==> config.mk <==
export PLATFORM = sky130hd
export DESIGN_NAME = axi_rd_arbiter
export DESIGN_NICKNAME = d
export VERILOG_FILES = /design/src/rtl/axi_rd_arbiter.sv
export SDC_FILE = /design/constraint.sdc
export NUM_CORES = 1
export LEC_CHECK = 0
export BUFFER_PORTS_ARGS = -buffer_cell sky130_fd_sc_hd__buf_2
export CORE_AREA = 2 2 154 156
export DETAILED_ROUTE_END_ITERATION = 8
export DIE_AREA = 0 0 156 158
export GPL_TIMING_DRIVEN = 0
export HOLD_SLACK_MARGIN = 0.03
export PLACE_DENSITY = 0.47
export SYNTH_ARGS = -nofsm -noshare
export SYNTH_HDL_FRONTEND = slang
export SYNTH_SLANG_ARGS = --single-unit
==> constraint.sdc <==
create_clock -name clock -period 2.3 [get_ports clock]
set_input_delay 0.345 -clock clock [delete_from_list [all_inputs] [get_ports clock]]
set_output_delay 0.345 -clock clock [all_outputs]
set_load 0.005 [all_outputs]
==> src/rtl/axi_rd_arbiter.sv <==
// Two-requester AXI read arbiter: instruction fetch (s0) and data (s1) share one
// memory read port, one burst at a time, round-robin on contention.
module axi_rd_arbiter #(
  parameter int ADDR_W = 40,
  parameter int DATA_W = 64,
  parameter int ID_W   = 4
) (
  input  logic              clock,
  input  logic              reset,
  // requester 0 (instruction fetch)
  input  logic              s0_arvalid,
  output logic              s0_arready,
  input  logic [ADDR_W-1:0] s0_araddr,
  input  logic [7:0]        s0_arlen,
  input  logic [2:0]        s0_arsize,
  input  logic [1:0]        s0_arburst,
  input  logic [ID_W-1:0]   s0_arid,
  output logic              s0_rvalid,
  input  logic              s0_rready,
  output logic [DATA_W-1:0] s0_rdata,
  output logic [1:0]        s0_rresp,
  output logic              s0_rlast,
  output logic [ID_W-1:0]   s0_rid,
  // requester 1 (data)
  input  logic              s1_arvalid,
  output logic              s1_arready,
  input  logic [ADDR_W-1:0] s1_araddr,
  input  logic [7:0]        s1_arlen,
  input  logic [2:0]        s1_arsize,
  input  logic [1:0]        s1_arburst,
  input  logic [ID_W-1:0]   s1_arid,
  output logic              s1_rvalid,
  input  logic              s1_rready,
  output logic [DATA_W-1:0] s1_rdata,
  output logic [1:0]        s1_rresp,
  output logic              s1_rlast,
  output logic [ID_W-1:0]   s1_rid,
  // shared memory port
  output logic              m_arvalid,
  input  logic              m_arready,
  output logic [ADDR_W-1:0] m_araddr,
  output logic [7:0]        m_arlen,
  output logic [2:0]        m_arsize,
  output logic [1:0]        m_arburst,
  output logic [ID_W-1:0]   m_arid,
  input  logic              m_rvalid,
  output logic              m_rready,
  input  logic [DATA_W-1:0] m_rdata,
  input  logic [1:0]        m_rresp,
  input  logic              m_rlast,
  input  logic [ID_W-1:0]   m_rid,
  output logic              busy
);

  typedef enum logic [1:0] {IDLE, ADDR, DATA} state_t;

  state_t            state_q, state_d;
  logic              last_grant_q, last_grant_d;
  logic              grant_q, grant_d;
  logic [ADDR_W-1:0] ar_addr_q, ar_addr_d;
  logic [7:0]        ar_len_q, ar_len_d;
  logic [2:0]        ar_size_q, ar_size_d;
  logic [1:0]        ar_burst_q, ar_burst_d;
  logic [ID_W-1:0]   ar_id_q, ar_id_d;
  logic              busy_q, busy_d;
  logic              m_arvalid_q, m_arvalid_d;

  logic pick;
  logic grant_take;
  logic sel_rready;

  // Round-robin pick: on contention favour the requester not served last; a lone requester always wins.
  always_comb begin
    if (s0_arvalid && s1_arvalid) begin
      pick = ~last_grant_q;
    end else begin
      pick = s1_arvalid;
    end
    grant_take = (state_q == IDLE) && (s0_arvalid || s1_arvalid) && !reset;
    s0_arready = grant_take && !pick;
    s1_arready = grant_take && pick;
  end

  // Next-state logic: latch the winner's AR payload, issue it, then stream R beats until rlast.
  always_comb begin
    state_d      = state_q;
    last_grant_d = last_grant_q;
    grant_d      = grant_q;
    ar_addr_d    = ar_addr_q;
    ar_len_d     = ar_len_q;
    ar_size_d    = ar_size_q;
    ar_burst_d   = ar_burst_q;
    ar_id_d      = ar_id_q;
    case (state_q)
      IDLE: begin
        if (grant_take) begin
          grant_d    = pick;
          ar_addr_d  = pick ? s1_araddr  : s0_araddr;
          ar_len_d   = pick ? s1_arlen   : s0_arlen;
          ar_size_d  = pick ? s1_arsize  : s0_arsize;
          ar_burst_d = pick ? s1_arburst : s0_arburst;
          ar_id_d    = pick ? s1_arid    : s0_arid;
          state_d    = ADDR;
        end
      end
      ADDR: begin
        if (m_arready) begin
          state_d = DATA;
        end
      end
      DATA: begin
        if (m_rvalid && m_rready && m_rlast) begin
          state_d      = IDLE;
          last_grant_d = grant_q;
        end
      end
      default: state_d = IDLE;
    endcase
    busy_d      = (state_d != IDLE);
    m_arvalid_d = (state_d == ADDR);
  end

  // State, grant history, latched AR payload and registered status outputs.
  always_ff @(posedge clock or posedge reset) begin
    if (reset) begin
      state_q      <= IDLE;
      last_grant_q <= 1'b1;
      grant_q      <= 1'b0;
      ar_addr_q    <= '0;
      ar_len_q     <= '0;
      ar_size_q    <= '0;
      ar_burst_q   <= '0;
      ar_id_q      <= '0;
      busy_q       <= 1'b0;
      m_arvalid_q  <= 1'b0;
    end else begin
      state_q      <= state_d;
      last_grant_q <= last_grant_d;
      grant_q      <= grant_d;
      ar_addr_q    <= ar_addr_d;
      ar_len_q     <= ar_len_d;
      ar_size_q    <= ar_size_d;
      ar_burst_q   <= ar_burst_d;
      ar_id_q      <= ar_id_d;
      busy_q       <= busy_d;
      m_arvalid_q  <= m_arvalid_d;
    end
  end

  // R channel steering: only the granted requester sees rvalid and drives m_rready, and only in DATA.
  always_comb begin
    sel_rready = grant_q ? s1_rready : s0_rready;
    m_rready   = (state_q == DATA) && sel_rready;
    s0_rvalid  = (state_q == DATA) && !grant_q && m_rvalid;
    s1_rvalid  = (state_q == DATA) && grant_q && m_rvalid;
    s0_rdata   = m_rdata;
    s0_rresp   = m_rresp;
    s0_rlast   = m_rlast;
    s0_rid     = m_rid;
    s1_rdata   = m_rdata;
    s1_rresp   = m_rresp;
    s1_rlast   = m_rlast;
    s1_rid     = m_rid;
  end

  assign busy      = busy_q;
  assign m_arvalid = m_arvalid_q;
  assign m_araddr  = ar_addr_q;
  assign m_arlen   = ar_len_q;
  assign m_arsize  = ar_size_q;
  assign m_arburst = ar_burst_q;
  assign m_arid    = ar_id_q;

endmodule

======== Yosys cells after proc, flatten, opt, wreduce, memory -nomap -nowiden ========
Cells that the tools add are included.
operators by class
  add/sub/neg operators ................... 0
  multipliers ............................. 0
  divide/modulo/power cells ............... 0
  order comparisons ....................... 0
  equal/unequal tests ..................... 3
  shifts and indexed selects .............. 0
  mux-type cells .......................... 11
  bitwise operators ....................... 1
  reductions and logical operators ........ 20
operators with widths
  cell                                                             number
  40-bit two-way mux                                               1
  1-bit logical AND                                                12
  2-bit two-way mux                                                4
  8-bit two-way mux                                                1
  2-bit one-hot mux with 3 select lines                            1
  2-bit by 1-bit == test with 1-bit output, second input constant  2
  4-bit two-way mux                                                1
  2-bit AND reduction                                              2
  1-bit zero test                                                  3
  3-bit two-way mux                                                1
  2-bit == test, second input constant                             1
  2-bit zero test                                                  1
  1-bit two-way mux                                                2
  2-bit nonzero test                                               1
  1-bit logical OR                                                 1
  1-bit NOT                                                        1
storage, ports and cells
  bits in registers ....................... 63
  latch bits .............................. 0
  bits in writable memories ............... 0
  ROM bits ................................ 0
  input bits .............................. 193
  output and inout port bits .............. 206
  logic and storage cells ................. 45
  memories ................................ 0

======== Logic depth before layout (Yosys ltp) ========
Gate-level depths: netlist of run 1.
  depth in word-level cells ............... 7
  gate-level depth with buffers ........... 7
  gate-level depth less buffers ........... 3

======== Worst setup path before layout of run 1 ========
No wires, ideal clock.
  path kind ............................... register -> output
  start ................................... reg state_q[0]
  end ..................................... out s0_arready
  arrival ................................. 1349 ps
  data required time ...................... 1955 ps
  setup slack ............................. 606 ps
  cell stages (with the launch flop) ...... 6
  buffers on the path ..................... 3
  cells stage by stage .................... dfrtp_1 -> or3_1 -> clkbuf_1 -> buf_6 -> buf_6 -> nor3b_2
on the way
  word-level cells in the longest chain between the ends .. 4
ends and longest elaborated chain
  item                             line  RTL
  start: declaration               57    state_t state_q, state_d;
  start signal: assignment         137   state_q <= state_d;
  2-bit zero test                  79    grant_take = (state_q == IDLE) && (s0_arvalid || s1_arvalid) && !reset;
  1-bit logical AND (2 in series)  79
  1-bit logical AND                80    s0_arready = grant_take && !pick;
  end: declaration                 12    output logic s0_arready,
Every way passes these cells.

======== Worst setup path after layout of run 1 ========
Same ends and word-level chain as after synthesis.

==> results of run 1 <==
==> cells in the mapped netlist, types with 3 or more instances <==
master    instances
nor2_1            4
nor3_2           19
clkbuf_1         17
a221o_1          57
buf_6             3
buf_4           144
dfrtp_1          62
buf_2            10
nor3_1           42
inv_1             4
nand2_1          59
==> through the flow <==
step	hold slack, ps	power, uW	utilization, %
global placement	492	4450	26.6
finish	236	5710	28.1
CTS	218	5780	28.0
detailed placement	281	4460	26.8
global route	220	6090	28.1
floorplan	473	3260	-
==> layout make-up <==
cell class                 count  area [um2]
timing repair buffer         332        1700
tap                          290         363
clock buffer                  14         254
fill                        2508       16600
sequential                    63        1580
buffer                       174        1230
clock inverter                 1        5.00
inverter                       4        17.5
multi-input combinational    195        1330
==> flip-flops by register name (all words and copies together) (netlist names) <==
name	count
m_araddr	40
m_arlen	8
m_arid	4
m_arsize	3
m_arburst	2
state_q	2
busy	1
grant_q	1
last_grant_q	1
m_arvalid	1
==> what timing repair did <==
| item | in CTS | in global routing |
|---|---|---|
| hold buffers | 1 | 0 |
| hold endpoints to repair | 6 | 0 |
| endpoints found under the setup margin | 1 | 2 |
| buffers inserted | 1 | 2 |
| resized for setup | 1 | 4 |
| pin swaps | 1 | 0 |
==> power by group through the flow <==
stage | Clock [uW] | Combinational [uW] | Sequential (uW)
after floorplan | 0 | 1290 | 1970
after global placement | 0 | 2500 | 1950
after detailed placement | 0 | 2520 | 1940
after CTS | 1300 | 2540 | 1940
after global routing | 1340 | 2750 | 2000
final | 1250 | 2510 | 1940
==> metal layers <==
metal	track usage, %	vias up	routed length (um)
li1	-	2078	-
met1	15.4	1962	6810
met2	24.7	222	9370
met3	3.61	14	1390
met4	4.59	0	282
met5	0	-	0
==> worst max-delay path, stage by stage (launching register included) <==
cell,delay [ps]
dfrtp_1,410
or3_4,420
buf_6,160
buf_6,160
nor3b_4,200
buf_2,170
==> worst paths after layout <==
kind,to,slack (ps),depth (start not counted)
max reg2reg,m_arlen[4],290,5
min reg2reg,m_arburst[0],500,1
min in group asynchronous,m_arlen[1],530,3
max,s0_arready,90,5
min,m_araddr[10],240,2
max in group asynchronous,last_grant_q,1220,4
==> cell families (layout without fill, tap and decap cells) <==
logic type / after synthesis / after routing / synth area share, %
AND/OR/NAND/NOR: 130 / 130 / 16.4
AO/OA/AOI/OAI: 62 / 62 / 14.6
multiplexers: 3 / 3 / 0.785
buffers and inverters: 179 / 525 / 30.1
flip-flops: 63 / 63 / 38.1
==> results.toml, run 1 <==
[status]
status = "complete, no violations"

[clocking]
tritoncts = "yes"
cts_buffer_depth = 2
cts_inserted_buffers = 9
path_clk_slew_ps = 60
clock_sinks = 63
cts_root_buf = "clkbuf_16"
cts_max_level = 3
insertion_delay_ps = 340

[die]
die_height_um = 158
die_width_um = 156
num_rows = 56
core-area_um2 = 23100
initial_core_util_pct = 18.0
fp.dieArea_um2 = 24600
ios = 399

[setup_path]
worstSetupPathType = "flop to output port"
reg2reg_from = "last_grant_q"
startpoint = "state_q[0]"
start_kind = "flop"
critPathArrivalTime_ps = 1860
endpoint_kind = "output port"
crit_fanout = 10
cp.required_ps = 1960

[grt]
track_usage_pct = 13.6
grt_max_degree = 58
grt_overflow = 0
antenna_found_initial = 0
grt_pass1_vias = 4166
grt_pass1_wl_um = 24800

[routing]
vias_per_cell = 3.99
dr.pass1.iters = 4
drt_iter0_drc = 273
routed_wl_um = 17800
routed-via-count = 4276
antenna_left = 0
wl_per_cell_um = 16.6
drc = 0

[pwr]
power.switching_uw = 2010
internal_power_uw = 3700
total_leakage_power_uw = 0.00349
power_density_nw_per_um2 = 881
netSwitchingFraction_pct = 35.2
clkPwrFrac_pct = 22.0
combinationalPowerShare_pct = 44.0
vdd_drop_max_uv = 277
seqPwrFrac_pct = 34.0

[cells_and_area]
fin_area_um2 = 6480
areaGrowthSynthToFinish_pct = 56.4
drive_gt1_share_pct = 67.2
layout_commonest_cell = "buf_2"
layout_common_cells = "336 x buf_2, 147 x buf_4, 61 x dfrtp_1"
layout.nets = 972
fin_cells = 1073
antenna_cells = 0

[logic_synthesis]
ys_ff_latch = 63
synth_area_leaders = "dfrtp_1 37%, buf_4 26%, a221o_1 14%, nand2_1 5.3%, nor3_1 5.1%"
yosysTopAreaCell = "dfrtp_1"
synthArstFlopShare_pct = 100
ys_seq_area_share_pct = 38.1
yosys_warnings = 0
synthFlopType = "dfrtp_1"
syn_area_per_cell_um2 = 9.48
synth-edff-count = 0
synth_top_area_share_pct = 37.5
synthCells = 437
synth_cell_types = 25
syn_nets = 630
syn_area_um2 = 4140

[timing]
tightest_slew_ps = 779
clock_skew_ps = 8.18
setup_tns_ps = 0
max_slew_margin_pct = 48.0
hold_viol = 0
rsz0062_at_grt = "false"
setup_ws_ps = 93.1
slew_violations = 0
fmax_mhz = 453
post-route-period-util_pct = 96.0
fin_crit_ps = 2210
finalSetupViolCount = 0

[placement]
place_ws_ps = 115
dp_hpwl_um = 14200
place.gp.congestion = 0.807
dpl-instance-area_um2 = 6170
dp_cells = 1055
portBuffers = 327

[hold_path]
hp-class = "input pin to flop"
hold_path_startpoint = "s1_araddr[10]"

[job]
cap_violations = 0
No activity file was read; power rests on OpenSTA's default activity.
==> inputs of run 2 (changes only) <==
Settings changed: CORE_AREA 2 2 154 156 to 4 4 154 156, DIE_AREA 0 0 156 158 to 0 0 158 160, PLACE_DENSITY 0.47 to 0.49, SLEW_MARGIN set to 15.
Clock period 2.3 ns to 1.8 ns, I/O delays scaled along.
==> run 2 against run 1 <==
The flow now finishes with violations (setup timing). Worst setup slack worse by 200 ps. Sequential power is 27% higher. Total power is 31% higher. Clock power is 40% higher. Via count is 1.2% higher. Hold slack worse by 75 ps. Sequential cell count stayed put. Count of clock-buffer cells in the layout is 4 lower.
==> results.toml, run 2 (synthesis gave the netlist of run 1 again) <==
[status]
status = "complete, but fails checks"
violations = "setup timing"

[timing]
post-route-period-util_pct = 106
hold_viol = 0
setup_tns_ps = -546
finalSetupViolCount = 18
max_slew_margin_pct = 60.4
clock_skew_ps = 6.61
tightest_slew_ps = 594
fin_hold_ws_ps = 161
fmax_mhz = 524
rsz0062_at_grt = "true"
fin_crit_ps = 1910
setup_ws_ps = -110
slew_violations = 0

[setup_path]
startpoint = "state_q[1]"
endpoint = "s0_arready"
cp_top_family = "simple AND/OR/NAND/NOR gates"
reg2reg_from = "state_q[0]"
cp_cell_sequence = "or3_4 -> buf_12 -> nor3b_4 -> buf_2"
cp.required_ps = 1530
r2r-end = "m_araddr[32]"
worst-path-stages = 4
crit_fanout = 3
cp_num_buf_inv = 2
endpoint_kind = "output port"
cp_slowest_cell = "or3_4"
worstRegToRegCells = 5
start_kind = "flop"
critPathArrivalTime_ps = 1640
worstSetupPathType = "flop to output port"
r2r_setup_slack_ps = -50
slowest_delay_ps = 420

[die]
initial_core_util_pct = 18.5
core-area_um2 = 22400
die_width_um = 158
fp.dieArea_um2 = 25300
num_rows = 55
ios = 399
die_height_um = 160

[cells_and_area]
final_util_pct = 29.3
layout_common_cells = "335 x buf_2, 152 x buf_4, 61 x dfrtp_1"
fill_cells = 2432
largest_reg_flops = 40
layout_commonest_cell = "buf_2"
areaGrowthSynthToFinish_pct = 58.5
antenna_cells = 0
drive_gt1_share_pct = 69.7
layout.nets = 973

[clocking]
clock_sinks = 63
path_clk_slew_ps = 60
cts_root_buf = "clkbuf_16"
cts_inserted_buffers = 9
cts_buffer_depth = 2
cts_max_level = 3
tritoncts = "yes"
insertion_delay_ps = 340

[routing]
antenna_left = 0
vias_per_cell = 4.04
drc = 0
wl_per_cell_um = 17.0
dr.pass1.iters = 4
drt_iter0_drc = 185
routed_wl_um = 18200
routed-via-count = 4328

[grt]
grt_pass1_vias = 4441
antenna_found_initial = 0
track_usage_pct = 13.7
grt_pass1_wl_um = 26300
grt_max_degree = 33
grt_overflow = 0

[placement]
dp_hpwl_um = 14800
place_ws_ps = -194
place.gp.congestion = 0.783
portBuffers = 327

[pwr]
total_leakage_power_uw = 0.00355
power_uw = 7480
power_density_nw_per_um2 = 1140
vdd_drop_max_uv = 360

[hold_path]
hp-class = "input pin to flop"

[job]
cap_violations = 0
==> run 2: area by class of cell <==
type	instances	area, um2	area share, %
clock inverters	6	61.3	0.934
flip-flops and latches	63	1580	24.1
plain buffers	171	1240	18.8
multi-input cells	195	1340	20.5
well taps	285	357	5.43
inverters	4	18.8	0.286
clock buffers	10	229	3.49
repair buffers	336	1740	26.5
==> run 2: how the worst min path moves through the flow <==
stage / end / cells past startpoint / from
6_report: m_araddr[18] / 2 / s1_araddr[18]
5_1_grt: m_arlen[4] / 2 / s1_arlen[4]
4_1_cts: m_araddr[18] / 2 / s1_araddr[18]
3_5_place_dp: state_q[1] / 2 / reset
3_3_place_gp: m_arid[2] / 1 / m_arid[2]
2_1_floorplan: busy / 1 / reset
==> run 2: stage by stage <==
step / instance area (um2) / cells
2_1_floorplan: 4150 / 437
5_1_grt: 6560 / 1070
3_3_place_gp: 6140 / 1049
4_1_cts: 6540 / 1070
6_report: 6560 / 1070
3_5_place_dp: 6190 / 1051
==> run 2: timing repair <==
action,in CTS,in global routing
hold buffers,1,0
endpoints found under the setup margin,51,52
hold endpoints to repair,10,0
gates resized for setup,10,19
pin swaps,2,2
buffers inserted,6,0
==> run 2: power breakdown <==
part           switching [uW]  total, uW  internal, uW
logic                    1550       3270          1720
registers                 364       2460          2100
clock network             678       1750          1070
==> run 2: per-layer routing <==
layer  part of all wire, %  up-vias  GRT usage (%)  routed length, um
li1                      -     2081              -                  -
met1                    37     1988           15.2               6770
met2                    53      247           25.5               9630
met3                   8.7       12           3.77               1580
met4                   1.2        0           3.30                214
met5                     0        -              0                  0
==> inputs of run 3 (changes only) <==
Settings changed: RECOVER_POWER set to 25.
==> run 3 against run 2 <==
The run still ends with setup timing left. Utilization fell by 0.062 points. Clock skew decreased by 0.80 ps. Cell area down 0.21%. Combinational power about the same. Via count decreased by 0.37%. Global-route usage did not move. Sequential share of layout area up 0.051 points. Hold slack better by 0.94 ps. Die area unchanged. Critical path type unchanged. Highest routed layer unchanged.
==> results.toml, run 3 (synthesis gave the netlist of run 1 again) <==
[status]
status = "complete, but fails checks"
violations = "setup timing"

[clocking]
tritoncts = "yes"
cts_buffer_depth = 2
cts_inserted_buffers = 9
cts_root_buf = "clkbuf_16"
cts_max_level = 3
insertion_delay_ps = 330
clock_sinks = 63
path_clk_slew_ps = 60

[placement]
portBuffers = 327
dp_cells = 1051
place.gp.congestion = 0.783
place_ws_ps = -194
dp_hpwl_um = 14800
dpl-instance-area_um2 = 6190

[setup_path]
endpoint_kind = "output port"
cp.required_ps = 1530
start_kind = "flop"
worstSetupPathType = "flop to output port"
worstRegToRegCells = 5
crit_fanout = 3
critPathArrivalTime_ps = 1640

[timing]
slew_violations = 0
rsz0062_at_grt = "true"
max_slew_margin_pct = 60.4
fin_crit_ps = 1910
fmax_mhz = 524
clock_skew_ps = 5.81
post-route-period-util_pct = 106
finalSetupViolCount = 18
tightest_slew_ps = 594
setup_ws_ps = -110
hold_viol = 0

[grt]
grt_overflow = 0
grt_pass1_vias = 4441
grt_max_degree = 33
antenna_found_initial = 0
track_usage_pct = 13.7
grt_pass1_wl_um = 26300

[cells_and_area]
fin_area_um2 = 6550
areaGrowthSynthToFinish_pct = 58.2
layout_commonest_cell = "buf_2"
drive_gt1_share_pct = 68.3
fin_cells = 1070
layout_common_cells = "324 x buf_2, 86 x buf_4, 66 x clkbuf_4"
largest_reg_flops = 40
final_util_pct = 29.3
layout.nets = 973
antenna_cells = 0

[routing]
wl_per_cell_um = 17.0
top_layer_used = "met4"
route.met3.wl_um = 1610
drc = 0
routed-via-count = 4312
antenna_left = 0
drt_iter0_drc = 197
routed_wl_um = 18200
wl_met1_um = 6770
dr.pass1.iters = 4
vias_per_cell = 4.03
wl_met2_um = 9590

[die]
die_width_um = 158
core-area_um2 = 22400
fp.dieArea_um2 = 25300
ios = 399
die_height_um = 160
initial_core_util_pct = 18.5
num_rows = 55

[pwr]
total_leakage_power_uw = 0.00351
power_density_nw_per_um2 = 1140
vdd_drop_max_uv = 358
power_uw = 7470

[hold_path]
hold_path_depth = 2
hp-class = "input pin to flop"

[job]
cap_violations = 0
==> run 3: cell types whose count changed in the layout (fill, tap and decap cells not counted), sizes merged <==
cell,delta
clkbuf,+77
buf,-77
==> run 3: area by class of cell <==
type / instances / area, um2
Clock inverter: 6 / 61.3
Sequential cell: 63 / 1580
Inverter: 4 / 18.8
Clock buffer: 10 / 229
Fill cell: 2431 / 15800
Buffer: 171 / 1240
Timing Repair Buffer: 336 / 1730
Multi-Input combinational cell: 195 / 1340
Tap cell: 285 / 357
==> run 3: per-layer routing <==
metal / up-vias / track usage (%)
met1: 1975 / 15.2
met5: - / 0
met2: 244 / 25.5
met3: 12 / 3.77
li1: 2081 / -
met4: 0 / 3.30
==> run 3: where the power goes <==
part / internal [uW] / switching (uW)
registers: 2100 / 363
logic: 1710 / 1550
clock network: 1070 / 675
==> run 3: repair_timing <==
| item | CTS | global route |
|---|---|---|
| endpoints found under the setup margin | 51 | 52 |
| resized for setup | 10 | 19 |
| setup buffers | 6 | 0 |
| hold buffers | 1 | 0 |
| pin swaps | 2 | 2 |
| cloned | 0 | 0 |
| endpoints found under the hold margin | 10 | 0 |
==> run 3: worst paths after layout <==
| check | startpoint | end | slack (ps) |
|---|---|---|---|
| hold reg to reg | m_araddr[8] | m_araddr[8] | 500 |
| hold / removal | s1_araddr[18] | m_araddr[18] | 160 |
| setup / recovery | state_q[1] | s0_arready | -110 |
| min in group asynchronous | reset | state_q[0] | 540 |
| setup reg to reg | state_q[0] | m_araddr[32] | -50 |
| max in group asynchronous | reset | m_arlen[2] | 760 |
==> run 3: critical path, stage by stage (launching register included) <==
cell and delay, ps:
dfrtp_2 410, or3_4 420, buf_12 150, nor3b_4 160, buf_2 160
==> run 3: per-stage QoR <==
stage / TNS (ps) / hold slack [ps]
floorplan: 0 / 395
global placement: -7750 / 491
detailed placement: -7950 / 300
CTS: -2580 / 142
global route: -3290 / 152
finish: -544 / 162
